File: src/rtl/scan_chain_ctrl.sv
// Purpose : scan-chain initiator; loads a pattern, fires one capture cycle, unloads the response.
// Latency : start accepted at edge k -> o_done high after edge k+2*CHAIN_LEN+2; all outputs registered.
// Backpr. : none; i_start is sampled only in IDLE and ignored (not queued) while busy.
// Optional: define SCAN_CHAIN_CTRL_CMP_EN to add response-vs-expected compare and an error counter.
module scan_chain_ctrl #(
    parameter int   CHAIN_LEN = 4,
    parameter logic FILL_BIT  = 1'b0
) (
    input  logic                 i_clk,
    input  logic                 i_rstn,
    input  logic                 i_start,
    input  logic [CHAIN_LEN-1:0] i_pattern,
`ifdef SCAN_CHAIN_CTRL_CMP_EN
    input  logic [CHAIN_LEN-1:0] i_expected,
    output logic                 o_mismatch,
    output logic [7:0]           o_err_cnt,
`endif
    output logic                 o_busy,
    output logic                 o_done,
    output logic [CHAIN_LEN-1:0] o_response,
    output logic                 o_scan_en,
    output logic                 o_scan_in,
    input  logic                 i_scan_out
);

    localparam int             CW   = $clog2(CHAIN_LEN + 1);
    localparam logic [CW-1:0]  LAST = CW'(CHAIN_LEN - 1);

    typedef enum logic [2:0] {IDLE, LOAD, CAPTURE, UNLOAD, DONE} state_t;

    state_t                 r_state;
    state_t                 w_nxt;
    logic [CW-1:0]          r_cnt;
    logic [CW-1:0]          w_cnt_nxt;
    // Holds the pattern bits still to be shifted; the MSB goes straight to scan_in at acceptance.
    logic [CHAIN_LEN-2:0]   r_ld_sr;
    logic [CHAIN_LEN-1:0]   r_resp_sr;
    logic [CHAIN_LEN-1:0]   r_response;
    logic                   r_scan_en;
    logic                   r_scan_in;
    logic                   r_busy;
    logic                   r_done;
    logic                   w_scan_en;
    logic                   w_scan_in;
    logic                   w_busy;
    logic                   w_done;

    // State register
    always_ff @(posedge i_clk or negedge i_rstn) begin
        if (!i_rstn) r_state <= IDLE;
        else         r_state <= w_nxt;
    end

    // Next-state logic: phase lengths are set by the bit counter, which restarts on each phase entry
    always_comb begin
        w_nxt = r_state;
        case (r_state)
            IDLE:    if (i_start)      w_nxt = LOAD;
            LOAD:    if (r_cnt == LAST) w_nxt = CAPTURE;
            CAPTURE:                   w_nxt = UNLOAD;
            UNLOAD:  if (r_cnt == LAST) w_nxt = DONE;
            DONE:                      w_nxt = IDLE;
            default:                   w_nxt = IDLE;
        endcase
    end

    // Output decode: computed from the next state so the registered pins line up with the phase
    always_comb begin
        w_scan_en = (w_nxt == LOAD) || (w_nxt == UNLOAD);
        w_scan_in = 1'b0;
        if (w_nxt == LOAD)
            w_scan_in = (r_state == IDLE) ? i_pattern[CHAIN_LEN-1] : r_ld_sr[CHAIN_LEN-2];
        else if (w_nxt == UNLOAD)
            w_scan_in = FILL_BIT;
        w_busy    = (w_nxt != IDLE);
        w_done    = (r_state == DONE);
        w_cnt_nxt = '0;
        if ((r_state == LOAD && w_nxt == LOAD) || (r_state == UNLOAD && w_nxt == UNLOAD))
            w_cnt_nxt = r_cnt + CW'(1);
    end

    // Output registers, bit counter and load/unload shift registers
    always_ff @(posedge i_clk or negedge i_rstn) begin
        if (!i_rstn) begin
            r_cnt      <= '0;
            r_ld_sr    <= '0;
            r_resp_sr  <= '0;
            r_response <= '0;
            r_scan_en  <= 1'b0;
            r_scan_in  <= 1'b0;
            r_busy     <= 1'b0;
            r_done     <= 1'b0;
        end else begin
            r_cnt     <= w_cnt_nxt;
            r_scan_en <= w_scan_en;
            r_scan_in <= w_scan_in;
            r_busy    <= w_busy;
            r_done    <= w_done;
            if (r_state == IDLE && i_start)
                r_ld_sr <= i_pattern[CHAIN_LEN-2:0];
            else if (r_state == LOAD)
                r_ld_sr <= r_ld_sr << 1;
            // scan_out is the pre-shift value of the last stage, so the first sample lands in the MSB
            if (r_state == UNLOAD)
                r_resp_sr <= {r_resp_sr[CHAIN_LEN-2:0], i_scan_out};
            if (r_state == DONE)
                r_response <= r_resp_sr;
        end
    end

`ifdef SCAN_CHAIN_CTRL_CMP_EN
    logic [CHAIN_LEN-1:0] r_expected;
    logic                 r_mismatch;
    logic [7:0]           r_err_cnt;
    logic                 w_mis;

    assign w_mis = (r_resp_sr != r_expected);

    // Compare the unloaded response against the expectation latched with start; count failures
    always_ff @(posedge i_clk or negedge i_rstn) begin
        if (!i_rstn) begin
            r_expected <= '0;
            r_mismatch <= 1'b0;
            r_err_cnt  <= '0;
        end else begin
            if (r_state == IDLE && i_start)
                r_expected <= i_expected;
            if (r_state == DONE) begin
                r_mismatch <= w_mis;
                if (w_mis && r_err_cnt != 8'hFF)
                    r_err_cnt <= r_err_cnt + 8'd1;
            end
        end
    end

    assign o_mismatch = r_mismatch;
    assign o_err_cnt  = r_err_cnt;
`endif

    assign o_busy     = r_busy;
    assign o_done     = r_done;
    assign o_response = r_response;
    assign o_scan_en  = r_scan_en;
    assign o_scan_in  = r_scan_in;

endmodule

File: config.mk
export PLATFORM = sky130hd
export DESIGN_NAME = scan_chain_ctrl
export DESIGN_NICKNAME = d
export VERILOG_FILES = /design/src/rtl/scan_chain_ctrl.sv
export SDC_FILE = /design/constraint.sdc
export NUM_CORES = 1
export LEC_CHECK = 0
export BUFFER_PORTS_ARGS = -buffer_cell sky130_fd_sc_hd__buf_2
export CAP_MARGIN = 20
export CORE_ASPECT_RATIO = 0.9
export CORE_MARGIN = 5
export CORE_UTILIZATION = 35
export DETAILED_ROUTE_END_ITERATION = 8
export PLACE_DENSITY = 0.58
export SLEW_MARGIN = 15
export SYNTH_ARGS = -nofsm -noshare
export SYNTH_HDL_FRONTEND = slang
export SYNTH_SLANG_ARGS = --single-unit
File: constraint.sdc
create_clock -name i_clk -period 1.2 [get_ports i_clk]
set_clock_uncertainty 0.05 [all_clocks]
set_input_delay 0.18 -clock i_clk [delete_from_list [all_inputs] [get_ports i_clk]]
set_output_delay 0.18 -clock i_clk [all_outputs]
set_load 0.03 [all_outputs]
==> results_dict.tcl <==
set metrics [dict create \
    syn-cell-area_um2 859.6 \
    area_growth_pct 35.08 \
    outcome "finished, violations left" \
    die_h_um 57.02 \
    hold_viol_final 0 \
    ys_ff_latch 21 \
    rows 17 \
    vias 586 \
    period_share 1.058 \
    synth_fa_ha_area_frac 0.02911 \
    path_delay_family "flip-flops" \
    gr-usage-all-layers 0.09026 \
    worstSkewPairLatency_ns 0.30 \
    initial_core_util 0.3576 \
    synth_top_family_by_area "simple AND/OR/NAND/NOR gates" \
    routedWlPerCell_um 12.24 \
    clock-root-buffer "clkbuf_4" \
    intPower_w 0.001785 \
    ff2ff_setup_slack_ns -0.07 \
    p_sw_w 0.0009956 \
    violations "setup timing" \
    grt_max_degree 22 \
    timing.final.crit_period_ns 1.270 \
    nNetsFinal 106 \
    die_w_um 62.24 \
    cts_max_path_buffers 2 \
    finalMaxSlewViolations 0 \
    endpoint_kind "register" \
    cts_sinks 21 \
    port_buffers 15 \
    cts_max_level 1 \
    crit_fanout 4 \
    max_clock_freq_mhz 787.7 \
    cp-start-kind "register" \
    finalSetupViolations 7 \
    fin_ws_ns -0.06958 \
    synth_flop_cell "dfrtp_1" \
    hold_class "input port to register" \
    clkTransAtPathRegs_ns 0.11 \
    yosys.area_share.simple 0.1470 \
    synth_cells 67 \
    synth_compound_area_frac 0.06696 \
    cp_slowest_cell "dfrtp_1" \
    dpl.hpwl_um 1045 \
    rsz0062_at_grt "yes" \
    worstMarginPinSlew_ns 0.4554 \
    synthMuxAreaShare 0.1048 \
    path_class "register to register" \
    top_level_ports 16 \
    timing.critical_path.slowest_cell_delay_ns 0.44 \
    antenna_found_initial 0 \
    drtIter0Drc 3 \
    design.core.area_um2 2404 \
    numCtsBuffers 3 \
    place.gp.congestion 0.7572 \
    power_w 0.002780 \
    final_common_cell "dfrtp_1" \
    die_area_um2 3548 \
    overflow 0 \
    syn_area_per_cell_um2 12.83 \
    fin_hold_ws_ns 0.05251 \
    synth_seq_area_share 0.6114 \
    combPwrFrac 0.469 \
    ys_types 21 \
    cts_tree "done" \
    ys_warn_count 0 \
    synthXorXnorAreaFrac 0.01019 \
    ir_drop_uv 1147 \
    synth_edf_count 0 \
    syn-num-nets 77 \
    swShare 0.3581 \
    antennaDiodeCount 0 \
    wirelength_um 1506 \
    fin_util 0.4831 \
    crit_chain "nor3b_4, buf_6, mux2_4" \
    drive_gt1_frac 0.5368 \
    crit_buf_inv 1 \
    cp.arrival_ns 1.41 \
    grt_pass1_vias 552 \
    pwr-share-seq 0.412 \
    place_ws_ns -0.08409 \
    clockPowerShare 0.119 \
    power_density_nw_per_um2 2395 \
    grt_pass1_wl_um 2518 \
    first_pass_iters 3 \
    final_cell_mix "dfrtp_1, buf_2, mux2_4, buf_4, nor2_1" \
    worstPathRequired_ns 1.34 \
    drtAntennaViolNets 0 \
    max_slew_margin 0.6964 \
    cap_violations 0 \
    p_leak_nw 0.5561 \
    viasPerCell 4.764 \
    synthArstFlopShare 1.000 \
    drc 0 \
]
-- path summary, 6_finish.rpt --
kind / to / start / cells after the start
max: o_response[2]$_DFFE_PN0P_ / r_state[0]$_DFF_PN0_ / 3
min: r_resp_sr[0]$_DFFE_PN0P_ / i_scan_out / 2
max in group asynchronous: o_response[1]$_DFFE_PN0P_ / i_rstn / 2
max reg2reg: o_response[2]$_DFFE_PN0P_ / r_state[0]$_DFF_PN0_ / 3
min reg2reg: o_response[3]$_DFFE_PN0P_ / o_response[3]$_DFFE_PN0P_ / 1
min in group asynchronous: o_done$_DFF_PN0_ / i_rstn / 2
-- layer usage --
| layer | wire [um] | track usage | vias to the layer above |
|---|---|---|---|
| met5 | 0 | 0 | - |
| met1 | 717 | 0.1133 | 287 |
| li1 | - | - | 286 |
| met3 | 76 | 0.04134 | 4 |
| met2 | 692 | 0.1346 | 9 |
| met4 | 20 | 0.03715 | 0 |
-- power groups by stage --
stage               clock network [W]  logic [W]  registers [W]
floorplan                           0   0.000633        0.00124
finish                       0.000331    0.00130        0.00114
global placement                    0    0.00101        0.00114
detailed placement                  0    0.00103        0.00114
global route                 0.000389    0.00141        0.00117
CTS                          0.000350    0.00119        0.00113
-- per-stage QoR --
step	instances	cell area, um2	TNS, ns
2_1_floorplan	67	870.8	-0.4170
3_3_place_gp	114	1007	-0.4820
3_5_place_dp	114	1007	-0.5601
4_1_cts	122	1116	-0.2486
5_1_grt	123	1161	-0.6983
6_report	123	1161	-0.2918
-- cell usage after synthesis (2+ instances only) --
cell	number	share of area
dfrtp_1	21	0.61
mux2_2	8	0.10
nor2_1	7	0.031
a31oi_1	3	0.022
inv_1	3	0.013
nand3b_1	3	0.026
nor2b_1	3	0.022
a22oi_1	2	0.017
and2_1	2	0.015
buf_4	2	0.017
ha_1	2	0.029
o21ai_0	2	0.012
-- state kept, by name, summed over array words and instances, names as in the netlist, 3 cells and up --
register,count
o_response,4
r_cnt,3
r_ld_sr,3
r_resp_sr,4
r_state,3
-- cells by family (layout without fill, tap and decap cells) --
family | after synthesis | after routing
fa+ha+maj | 2 | 2
buf+inv | 5 | 33
mux | 8 | 8
simple gates | 21 | 21
compound gates | 9 | 9
xor+xnor | 1 | 1
flops | 21 | 21
-- layout make-up --
cell class                 count  area [um2]
fill                         211        1242
sequential                    21       525.5
multi-input combinational     41       387.9
timing repair buffer          26       171.4
tap                           28       35.03
clock buffer                   3       22.52
inverter                       3       13.76
clock inverter                 1       5.005
-- what timing repair did --
| item | 4_1_cts | 5_1_grt |
|---|---|---|
| setup endpoints to repair | 17 | 17 |
| pin swaps | 6 | 4 |
| endpoints found under the hold margin | 21 | 0 |
| setup buffers | 3 | 1 |
| hold buffers | 1 | 0 |
| resized for setup | 14 | 11 |
No activity file was read; power rests on OpenSTA's default activity.
